==> src/rtl/wdg_pkg.sv <==
// Shared constants and types for the windowed watchdog: key values, register offsets, SR layout.
// Latency: n/a (declarations only).
// Backpressure: n/a.
package wdg_pkg;

  localparam logic [15:0] KEY_START   = 16'hCCCC;
  localparam logic [15:0] KEY_REFRESH = 16'hAAAA;
  localparam logic [15:0] KEY_UNLOCK  = 16'h5555;

  // Byte offsets from the register base
  localparam logic [31:0] OFF_KR   = 32'h0000_0000;
  localparam logic [31:0] OFF_PR   = 32'h0000_0004;
  localparam logic [31:0] OFF_RLR  = 32'h0000_0008;
  localparam logic [31:0] OFF_SR   = 32'h0000_000C;
  localparam logic [31:0] OFF_WINR = 32'h0000_0010;
  localparam logic [31:0] OFF_EWR  = 32'h0000_0014;

  // SR bit positions
  localparam int SR_RUN      = 0;
  localparam int SR_EWIF     = 1;
  localparam int SR_UNLOCKED = 2;

  // EWR interrupt-enable bit
  localparam int EWR_EWIE = 15;

  // Largest effective prescaler select (divide by 256) and the counter width it needs
  localparam int unsigned PR_MAX  = 6;
  localparam int          PRESC_W = 8;

  typedef enum logic {
    IDLE = 1'b0,
    RUN  = 1'b1
  } wdg_state_t;

  // Terminal count of the prescaler for a select value; selects above PR_MAX saturate
  function automatic logic [PRESC_W-1:0] presc_limit(input int unsigned sel);
    int unsigned eff;
    eff = (sel > PR_MAX) ? PR_MAX : sel;
    return 8'hFF >> (PR_MAX - eff);
  endfunction

endpackage

==> src/rtl/wdg_prescaler.sv <==
// Clock divider for the watchdog counter: emits one tick every 2^(sel+2) enabled cycles.
// Latency: tick is combinational from the count register; clear takes effect next cycle.
// Backpressure: none; free-running while enabled, count held while disabled.
module wdg_prescaler
  import wdg_pkg::*;
#(
  parameter int PR_W = 3
) (
  input  logic            clk_m2s,
  input  logic            rst_m2s,
  input  logic            enable,
  input  logic            clear,
  input  logic [PR_W-1:0] sel,
  output logic            tick
);

  logic [PRESC_W-1:0] count_q;
  logic [PRESC_W-1:0] limit;

  assign limit = presc_limit(32'(sel));
  assign tick  = enable && (count_q == limit);

  // Count 0..limit while enabled; clear restarts the divide period
  always_ff @(posedge clk_m2s) begin
    if (rst_m2s) begin
      count_q <= '0;
    end else if (clear) begin
      count_q <= '0;
    end else if (enable) begin
      count_q <= tick ? '0 : count_q + 1'b1;
    end
  end

endmodule

==> src/rtl/wdg_window_wb.sv <==
// Windowed independent watchdog with early-warning interrupt behind a Wishbone classic slave.
// Latency: ack one cycle after strobe; register writes visible the cycle after ack; rst_wdg rises the cycle after the event.
// Backpressure: none; every strobe is acked after one cycle, no back-to-back acks.
module wdg_window_wb
  import wdg_pkg::*;
#(
  parameter int          DW         = 16,
  parameter int          CNT_W      = 12,
  parameter int          PR_W       = 3,
  parameter int          RST_CYCLES = 4,
  parameter logic [31:0] BASE_ADR   = 32'h0100_0000
) (
  input  logic          clk_m2s,
  input  logic          rst_m2s,
  input  logic [31:0]   adr_m2s,
  input  logic [DW-1:0] dat_m2s,
  input  logic          cyc_m2s,
  input  logic          stb_m2s,
  input  logic          we_m2s,
  output logic [DW-1:0] dat_s2m,
  output logic          ack_s2m,
  output logic          rst_wdg,
  output logic          irq_ew
);

  localparam int RST_W = $clog2(RST_CYCLES + 1);

  // Bus side
  logic          ack_q;
  logic [31:0]   off;
  logic          bus_wr;
  logic [15:0]   key;
  logic          kr_wr, pr_wr, rlr_wr, sr_wr, winr_wr, ewr_wr;
  logic          key_start, key_refresh;
  logic [DW-1:0] rd_dat;

  // Configuration and status
  logic             unlocked_q;
  logic [PR_W-1:0]  pr_q;
  logic [CNT_W-1:0] rlr_q;
  logic [CNT_W-1:0] winr_q;
  logic [CNT_W-1:0] ewthr_q;
  logic             ewie_q;
  logic             ewif_q;

  // Watchdog core
  wdg_state_t       state_q, state_d;
  logic             running;
  logic             start_go;
  logic             refresh_go;
  logic [CNT_W-1:0] cnt_q;
  logic [CNT_W-1:0] cnt_tick_next;
  logic             tick;
  logic             tick_eff;
  logic             timeout;
  logic             violation;
  logic             ew_set;
  logic             presc_clear;
  logic [RST_W-1:0] rst_left_q;

  // ---------------------------------------------------------------- bus decode
  assign off    = adr_m2s - BASE_ADR;
  assign bus_wr = ack_q && cyc_m2s && stb_m2s && we_m2s;
  assign key    = dat_m2s[15:0];

  assign kr_wr   = bus_wr && (off == OFF_KR);
  assign pr_wr   = bus_wr && (off == OFF_PR)   && unlocked_q;
  assign rlr_wr  = bus_wr && (off == OFF_RLR)  && unlocked_q;
  assign winr_wr = bus_wr && (off == OFF_WINR) && unlocked_q;
  assign ewr_wr  = bus_wr && (off == OFF_EWR)  && unlocked_q;
  assign sr_wr   = bus_wr && (off == OFF_SR);

  assign key_start   = kr_wr && (key == KEY_START);
  assign key_refresh = kr_wr && (key == KEY_REFRESH);

  // Single-cycle ack, one cycle after the strobe, never on consecutive cycles
  always_ff @(posedge clk_m2s) begin
    if (rst_m2s) begin
      ack_q <= 1'b0;
    end else begin
      ack_q <= cyc_m2s && stb_m2s && !ack_q;
    end
  end

  // Read mux; the data bus idles at zero outside a read ack
  always_comb begin
    rd_dat = '0;
    if (ack_q && !we_m2s) begin
      case (off)
        OFF_PR:   rd_dat[PR_W-1:0]  = pr_q;
        OFF_RLR:  rd_dat[CNT_W-1:0] = rlr_q;
        OFF_WINR: rd_dat[CNT_W-1:0] = winr_q;
        OFF_EWR: begin
          rd_dat[CNT_W-1:0] = ewthr_q;
          rd_dat[EWR_EWIE]  = ewie_q;
        end
        OFF_SR: begin
          rd_dat[SR_RUN]      = running;
          rd_dat[SR_EWIF]     = ewif_q;
          rd_dat[SR_UNLOCKED] = unlocked_q;
        end
        default: rd_dat = '0;
      endcase
    end
  end

  assign dat_s2m = rd_dat;
  assign ack_s2m = ack_q;

  // ---------------------------------------------------------------- registers
  // Key register drives the lock: only the unlock key opens, anything else closes
  always_ff @(posedge clk_m2s) begin
    if (rst_m2s) begin
      unlocked_q <= 1'b0;
    end else if (kr_wr) begin
      unlocked_q <= (key == KEY_UNLOCK);
    end
  end

  // Protected configuration registers, writable only while unlocked
  always_ff @(posedge clk_m2s) begin
    if (rst_m2s) begin
      pr_q    <= '0;
      rlr_q   <= '1;
      winr_q  <= '1;
      ewthr_q <= '0;
      ewie_q  <= 1'b0;
    end else begin
      if (pr_wr)   pr_q   <= dat_m2s[PR_W-1:0];
      if (rlr_wr)  rlr_q  <= dat_m2s[CNT_W-1:0];
      if (winr_wr) winr_q <= dat_m2s[CNT_W-1:0];
      if (ewr_wr) begin
        ewthr_q <= dat_m2s[CNT_W-1:0];
        ewie_q  <= dat_m2s[EWR_EWIE];
      end
    end
  end

  // Early-warning flag: sticky, write-1-to-clear, a same-cycle set beats the clear
  always_ff @(posedge clk_m2s) begin
    if (rst_m2s) begin
      ewif_q <= 1'b0;
    end else if (ew_set) begin
      ewif_q <= 1'b1;
    end else if (sr_wr && dat_m2s[SR_EWIF]) begin
      ewif_q <= 1'b0;
    end
  end

  assign irq_ew = ewif_q && ewie_q;

  // ---------------------------------------------------------------- state machine
  // State register
  always_ff @(posedge clk_m2s) begin
    if (rst_m2s) begin
      state_q <= IDLE;
    end else begin
      state_q <= state_d;
    end
  end

  // Next state: the start key arms the watchdog, only a bus reset disarms it
  always_comb begin
    state_d = state_q;
    case (state_q)
      IDLE: if (key_start) state_d = RUN;
      RUN:  state_d = RUN;
    endcase
  end

  // State decode: start only counts from IDLE, refresh only counts in RUN
  always_comb begin
    running    = (state_q == RUN);
    start_go   = (state_q == IDLE) && key_start;
    refresh_go = (state_q == RUN) && key_refresh;
  end

  // ---------------------------------------------------------------- counter
  // A refresh on the same cycle as a tick swallows the tick
  assign tick_eff      = tick && !refresh_go;
  assign timeout       = tick_eff && (cnt_q == '0);
  assign violation     = refresh_go && (cnt_q > winr_q);
  assign cnt_tick_next = (cnt_q == '0) ? rlr_q : cnt_q - 1'b1;
  assign ew_set        = tick_eff && ewie_q && (cnt_tick_next == ewthr_q);

  // A violating refresh reloads the counter but keeps the prescaler phase
  assign presc_clear = start_go || (refresh_go && !violation) || pr_wr;

  wdg_prescaler #(
    .PR_W (PR_W)
  ) u_prescaler (
    .clk_m2s (clk_m2s),
    .rst_m2s (rst_m2s),
    .enable  (running),
    .clear   (presc_clear),
    .sel     (pr_q),
    .tick    (tick)
  );

  // Down-counter: reload on start/refresh, otherwise step on each tick
  always_ff @(posedge clk_m2s) begin
    if (rst_m2s) begin
      cnt_q <= '1;
    end else if (start_go || refresh_go) begin
      cnt_q <= rlr_q;
    end else if (tick_eff) begin
      cnt_q <= cnt_tick_next;
    end
  end

  // Reset stretcher: each timeout or violation (re)starts a RST_CYCLES-long pulse
  always_ff @(posedge clk_m2s) begin
    if (rst_m2s) begin
      rst_left_q <= '0;
    end else if (timeout || violation) begin
      rst_left_q <= RST_W'(RST_CYCLES);
    end else if (rst_left_q != '0) begin
      rst_left_q <= rst_left_q - 1'b1;
    end
  end

  assign rst_wdg = (rst_left_q != '0);

endmodule

==> config.mk <==
export PLATFORM = sky130hd
export DESIGN_NAME = wdg_window_wb
export DESIGN_NICKNAME = d
export VERILOG_FILES = /design/src/rtl/wdg_pkg.sv /design/src/rtl/wdg_prescaler.sv /design/src/rtl/wdg_window_wb.sv
export SDC_FILE = /design/constraint.sdc
export NUM_CORES = 1
export LEC_CHECK = 0
export ABC_AREA = 1
export CELL_PAD_IN_SITES_DETAIL_PLACEMENT = 1
export CELL_PAD_IN_SITES_GLOBAL_PLACEMENT = 1
export CORE_MARGIN = 2
export CORE_UTILIZATION = 45
export DETAILED_ROUTE_END_ITERATION = 6
export DONT_BUFFER_PORTS = 1
export GPL_TIMING_DRIVEN = 0
export PLACE_DENSITY = 0.89
export REMOVE_ABC_BUFFERS = 1
export SYNTH_ARGS = -nofsm -noshare
export SYNTH_HDL_FRONTEND = slang
export SYNTH_SLANG_ARGS = --single-unit
==> constraint.sdc <==
create_clock -name clk_m2s -period 2.45 [get_ports clk_m2s]
set_clock_uncertainty 0.05 [all_clocks]
set_input_delay 0.3675 -clock clk_m2s [delete_from_list [all_inputs] [get_ports clk_m2s]]
set_output_delay 0.3675 -clock clk_m2s [all_outputs]
set_load 0.005 [all_outputs]
---- Word-level counts from Yosys, hierarchy flattened ----
Index checks and enable logic that the tools add are counted.
Widths: inputs -> output; s select.
storage, ports and cells
  flip-flop bits (word level) ............. 67
  input bits .............................. 53
  output and inout bits ................... 19
  word-level logic and storage cells ...... 92
operators by class
  add/subtract/negate cells ............... 5
  magnitude comparators ................... 2
  equal/unequal tests ..................... 10
  shift operators ......................... 1
  mux-type cells .......................... 15
  bitwise operators ....................... 1
  reductions and logical operators ........ 45
operators with widths
  cell                    count
  $eq 32x4->1 const B     2
  $eq 32x5->1 const B     2
  $mux 12                 3
  $eq 16x16->1 const B    2
  $eq 32x3->1 const B     1
  $logic_not 32->1        1
  $shr 8x32->8 const A    1
  $sub 3x32->32 const A   1
  $sub 32x25->32 const B  1
  $logic_and 1x1->1       29
  $pmux 9 s3              1
  $eq 16x15->1 const B    1
  $mux 16                 1
  $pmux 3 s5              1
  $eq 12x12->1            1
  $gt 12x12->1            1
  $logic_not 12->1        1
  $sub 12x1->12 const B   1
  $mux 3                  3
  $add 8x1->8 const B     1
  $eq 8x8->1              1
  $mux 8                  1
  $reduce_bool 2->1       3
  $logic_not 1->1         4
  other kinds (8)         15

---- Longest topological paths before layout ----
  depth in word-level cells ............... 12
  mapped depth ............................ 18
  gate-level depth less buffers ........... 18

---- Hierarchy ----
From an unflattened synthesis, not the netlist that was laid out.
second synthesis, totals
  cells, all modules ...................... 768
  area total of the unflattened synthesis .. 4902.2 µm²
modules (own cells, without submodules)
  module         instances  cells an instance  area an instance (µm²)  sequential area each (µm²)
  wdg_window_wb  1          654                4252.8                  1181.1
  wdg_prescaler  1          114                649.4                   160.2

---- Worst setup path before layout ----
Ideal clock, no wire load.
  path type ............................... reg-to-reg
  start point ............................. reg pr_q[2]
  end point ............................... reg cnt_q[5]
  library setup time ...................... 0.082 ns
  data arrival time ....................... 2.049 ns
  data required time ...................... 2.318 ns
  path slack .............................. 0.269 ns
  stages on the path, launching flop included .. 14
  path buffers ............................ 1
  period minus slack after synthesis ...... 2.181 ns
  cells stage by stage .................... dfxtp_1 nand2_1 nand2_2 inv_2 ha_1 ha_1 nand2_1 nor2_1 xor2_1 nand3_2 nor2_2 buf_6 nand3_1 o2111ai_1
between the ends
  longest elaborated chain between the ends .. 8
RTL lines
  what                                    RTL line              source
  from (decl)                             wdg_window_wb.sv:39   logic [PR_W-1:0] pr_q;
  from (signal assigned)                  wdg_window_wb.sv:129  if (pr_wr) pr_q <= dat_m2s[PR_W-1:0];
  $gt 3x3->1                              wdg_pkg.sv:38         eff = (sel > PR_MAX) ? PR_MAX : sel;
  $mux 3 (*)                              wdg_pkg.sv:38
  $sub 3x32->32 (*)                       wdg_pkg.sv:39         return 8'hFF >> (PR_MAX - eff);
  $shr 8x32->8 (*)                        wdg_pkg.sv:39
  $eq 8x8->1 (*)                          wdg_prescaler.sv:21   assign tick = enable && (count_q == limit);
  $logic_and 1x1->1 (*)                   wdg_prescaler.sv:21
  $logic_and 1x1->1 (*)                   wdg_window_wb.sv:180  assign tick_eff = tick && !refresh_go;
  $reduce_bool 2->1 (no source line) (*)  --
  to (signal assigned)                    wdg_window_wb.sv:205  cnt_q <= rlr_q;
  to (signal assigned)                    wdg_window_wb.sv:207  cnt_q <= cnt_tick_next;
  to (decl)                               wdg_window_wb.sv:51   logic [CNT_W-1:0] cnt_q;
Every way passes the cells marked *; elsewhere a longest branch is shown, timed or not.
A chain may end at the register's enable or synchronous reset.

---- Worst setup path after layout ----
  start point ............................. reg pr_q[1]
  end point ............................... reg cnt_q[10]
The elaborated chain is that of the path after synthesis.

==> results.cfg <==
[logic_synthesis]
post_synth.cell_area_avg_um2 = 6.495
postSynthCellCount = 707
post_synth_cell_types = 41
synth_sequential_area_ratio = 0.2921
synth.cell_area_mm2 = 0.004592
ys_seq_elements = 67
ys.warnings.count = 0
synth_edf_count = 0
asr_flop_ratio_synth = 0
top_flip_flop_cell_by_instance_count_after_synthesis = dfxtp_1

[power_and_ir_drop]
power.share.sequential = 0.492
power.switching_uw = 610.1
power.switching_fraction = 0.2665
total_leakage_power_uw = 0.002566
ir_drop_mv = 0.4373
share_clk_of_total_power = 0.419
power.density_cell_area_mw_per_mm2 = 445.1
cell_internal_pwr_uw = 1679
comb_power_share = 0.089

[detailed_routing]
route.detailed.wl_per_inst_um = 20.31
route.vias.total = 5155
final_antenna_net_count = 0
routed_wl_mm = 17.24
drc = 0
drt_first_iter_violations = 415
first_pass_detailed_route_iteration_total = 5
route.detailed.vias_per_inst = 6.072

[timing]
smallest_setup_slack_after_layout_ns = -0.01835
post-route-min-period_ns = 2.468
final_max_slew_viol_count = 0
totalNegativeSetupSlack_ns = -0.02768
clock.fmax_mhz = 405.1
setup_violations = 2
final_min_period_over_clock_period = 1.007
final-hold-violation-count = 0
tightestPinTransition_ns = 0.9849
slew_headroom = 0.3393

[cells_and_area]
finalInstanceArea_mm2 = 0.005142
n_antenna_cell = 0
final_net_count = 785
drive_above_1_share = 0.1285
areaGrowthSynthToFinish_pct = 11.99

[placement]
gpl.final_weighted_congestion = 0.8436
post-dp-hpwl_mm = 11.74
placement.io_buffers = 0
placed_cell_areas_mm2 = 0.004653
post-place-ws_ns = -0.6823

[floorplanning]
initial_utilization = 0.4676
floorplan.core_area_mm2 = 0.009819
die-height_um = 105.0
floorplan.rows = 36
dieArea_mm2 = 0.01103
chipWidth_um = 105.0
pin_count = 72

[critical_path]
critical_path_required_ns = 2.68
critical_path_arrival_ns = 2.69
worst_path_most_repeated_cell = nand2_2
cp_max_fo = 7
start_kind = register
slowest_stage = dfxtp_2
cp-end-kind = register
max_stage_delay_ns = 0.38
crit_chain = nand2_2 -> nand2_2 -> inv_2 -> ha_4 -> ha_4 -> inv_1 -> nand2_2 -> nand3_2 -> nand2_2 -> nor2_1 -> nand2_1 -> nor2_2 -> nand3_4 -> nor2_4 -> clkbuf_16 -> nand3_1 -> o2111ai_1
worst-setup-path-type = register to register

[clock_tree]
clk_path_buf_depth = 2
clock_sinks = 67
clock_tree.root_cell = clkbuf_8
ctsHtreeMaxLevel = 3
cts_buffer_count = 9
clock_insertion_delay_worst_skew_ns = 0.37
cts_hold_repair.buffers = 0
worst_setup_hold_path_clk_slew_ns = 0.08
clock_tree_from_tritoncts = yes

[run_status]
failing_checks = negative setup slack
status = finished, violations left

[global_routing]
global_route.overflow_total = 0
grt_first_pass_wirelength_mm = 25.65
maximum_number_of_pins_on_one_net_before_global_route_repair = 36
grt_pass1_vias = 5189
grt_antenna_before_repair = 0
grt_usage = 0.2924

[flow_run]
max_cap_viol_count = 0

[min_path]
timing.hold.worst.class = primary input to register
layer usage:
| metal | global-route usage | up-vias | part of all wire |
|---|---|---|---|
| met5 | 0 | - | 0 |
| met4 | 0.1429 | 0 | 0.036 |
| met3 | 0.06613 | 58 | 0.073 |
| met2 | 0.4861 | 244 | 0.49 |
| met1 | 0.3550 | 2524 | 0.40 |
| li1 | - | 2329 | - |
cells in the final DEF (no fill, tap or decap), types with 11 or more instances in the layout:
cell type / n
nand2_1: 162
nor3_1: 11
nor2_1: 64
a21oi_1: 39
ha_1: 19
buf_4: 11
inv_1: 95
o21ai_0: 26
nand3_1: 64
o211ai_1: 25
nor2_2: 11
nand2_2: 16
nand4_1: 14
dfxtp_1: 65
area by class of cell:
class | count | area [um^2]
timing repair buffer | 16 | 173.9
inverter | 102 | 391.6
clock inverter | 2 | 35.03
clock buffer | 14 | 152.6
sequential | 67 | 1346
tap | 133 | 166.4
fill | 1328 | 4677
multi-input combinational | 515 | 2877
critical path, delay by kind of cell (launching register included):
| kind | cells | cell delay (ns) |
|---|---|---|
| AOI/OAI and AO/OA | 1 | 0.08 |
| DFF | 1 | 0.38 |
| adders and majority gates | 2 | 0.31 |
| and+or+nand+nor | 11 | 1.24 |
| buffers and inverters | 3 | 0.30 |
sequential cells by signal, summed over array words and instances (netlist names), 3 cells and up:
| name | cells |
|---|---|
| rlr_q | 12 |
| winr_q | 12 |
| ewthr_q | 12 |
| rst_left_q | 3 |
| pr_q | 3 |
| u_prescaler.count_q | 8 |
| cnt_q | 12 |
final timing paths:
check             cells past startpoint  slack, ns                         end                       start
hold / removal                        1       0.01  rst_left_q[2]$_SDFFE_PP0P_                     rst_m2s
setup / recovery                     17      -0.02      cnt_q[10]$_SDFFE_PP1P_        pr_q[1]$_SDFFE_PP0P_
setup reg to reg                     17      -0.02      cnt_q[10]$_SDFFE_PP1P_        pr_q[1]$_SDFFE_PP0P_
hold reg to reg                       2       0.42  rst_left_q[0]$_SDFFE_PP0P_  rst_left_q[0]$_SDFFE_PP0P_
synthesized netlist by cell type, types with 3 or more instances:
cell type  instances  area share
nand2_1          168        0.14
inv_1             97       0.079
nor2_1            68       0.056
dfxtp_1           67        0.29
nand3_1           67       0.073
a21oi_1           39       0.043
o21ai_0           27       0.029
o211ai_1          25       0.041
ha_1              21       0.057
nand4_1           14       0.019
buf_2             12       0.013
nand2_2           12       0.016
nor3_1            11       0.012
o2111ai_1         10       0.019
o22ai_1           10       0.014
clkbuf_1           8      0.0065
nor2_2             8       0.011
xor2_1             8       0.015
nand3_2            6       0.013
buf_4              3      0.0049
inv_2              3      0.0025
nor2_4             3      0.0074
power by group through the flow:
stage / logic [uW] / registers [uW] / clock network [uW]
5_1_grt: 240 / 1130 / 987
3_3_place_gp: 177 / 1150 / 0
2_1_floorplan: 150 / 1150 / 0
6_report: 203 / 1130 / 960
3_5_place_dp: 201 / 1150 / 0
4_1_cts: 204 / 1130 / 937
what timing repair did:
action | CTS | global route
setup buffers | 5 | 9
pin swaps | 3 | 7
gates cloned | 0 | 1
hold endpoints to repair | 0 | 0
resized for setup | 19 | 17
setup endpoints to repair | 48 | 36
stage by stage:
step / power (uW) / hold slack, ns / cells / utilization
floorplan: 1299 / 0.3799 / 684 / -
global route: 2357 / 0.006162 / 849 / 0.5237
CTS: 2269 / 0.007237 / 839 / 0.5060
detailed placement: 1354 / 0.3869 / 818 / 0.4739
global placement: 1326 / 0.3840 / 817 / 0.4724
finish: 2289 / 0.01151 / 849 / 0.5237
cell families (layout without fill, tap and decap cells):
family / Yosys count / after routing / synth area share
XOR/XNOR: 9 / 9 / 0.01717
other: 1 / 3 / 0.0008167
AO/OA/AOI/OAI: 116 / 116 / 0.1545
flip-flops: 67 / 67 / 0.2921
adder cells (fa/ha/maj): 21 / 21 / 0.05722
buffers and inverters: 127 / 134 / 0.1123
AND/OR/NAND/NOR: 366 / 366 / 0.3659
(Power assumes the default switching activity.)
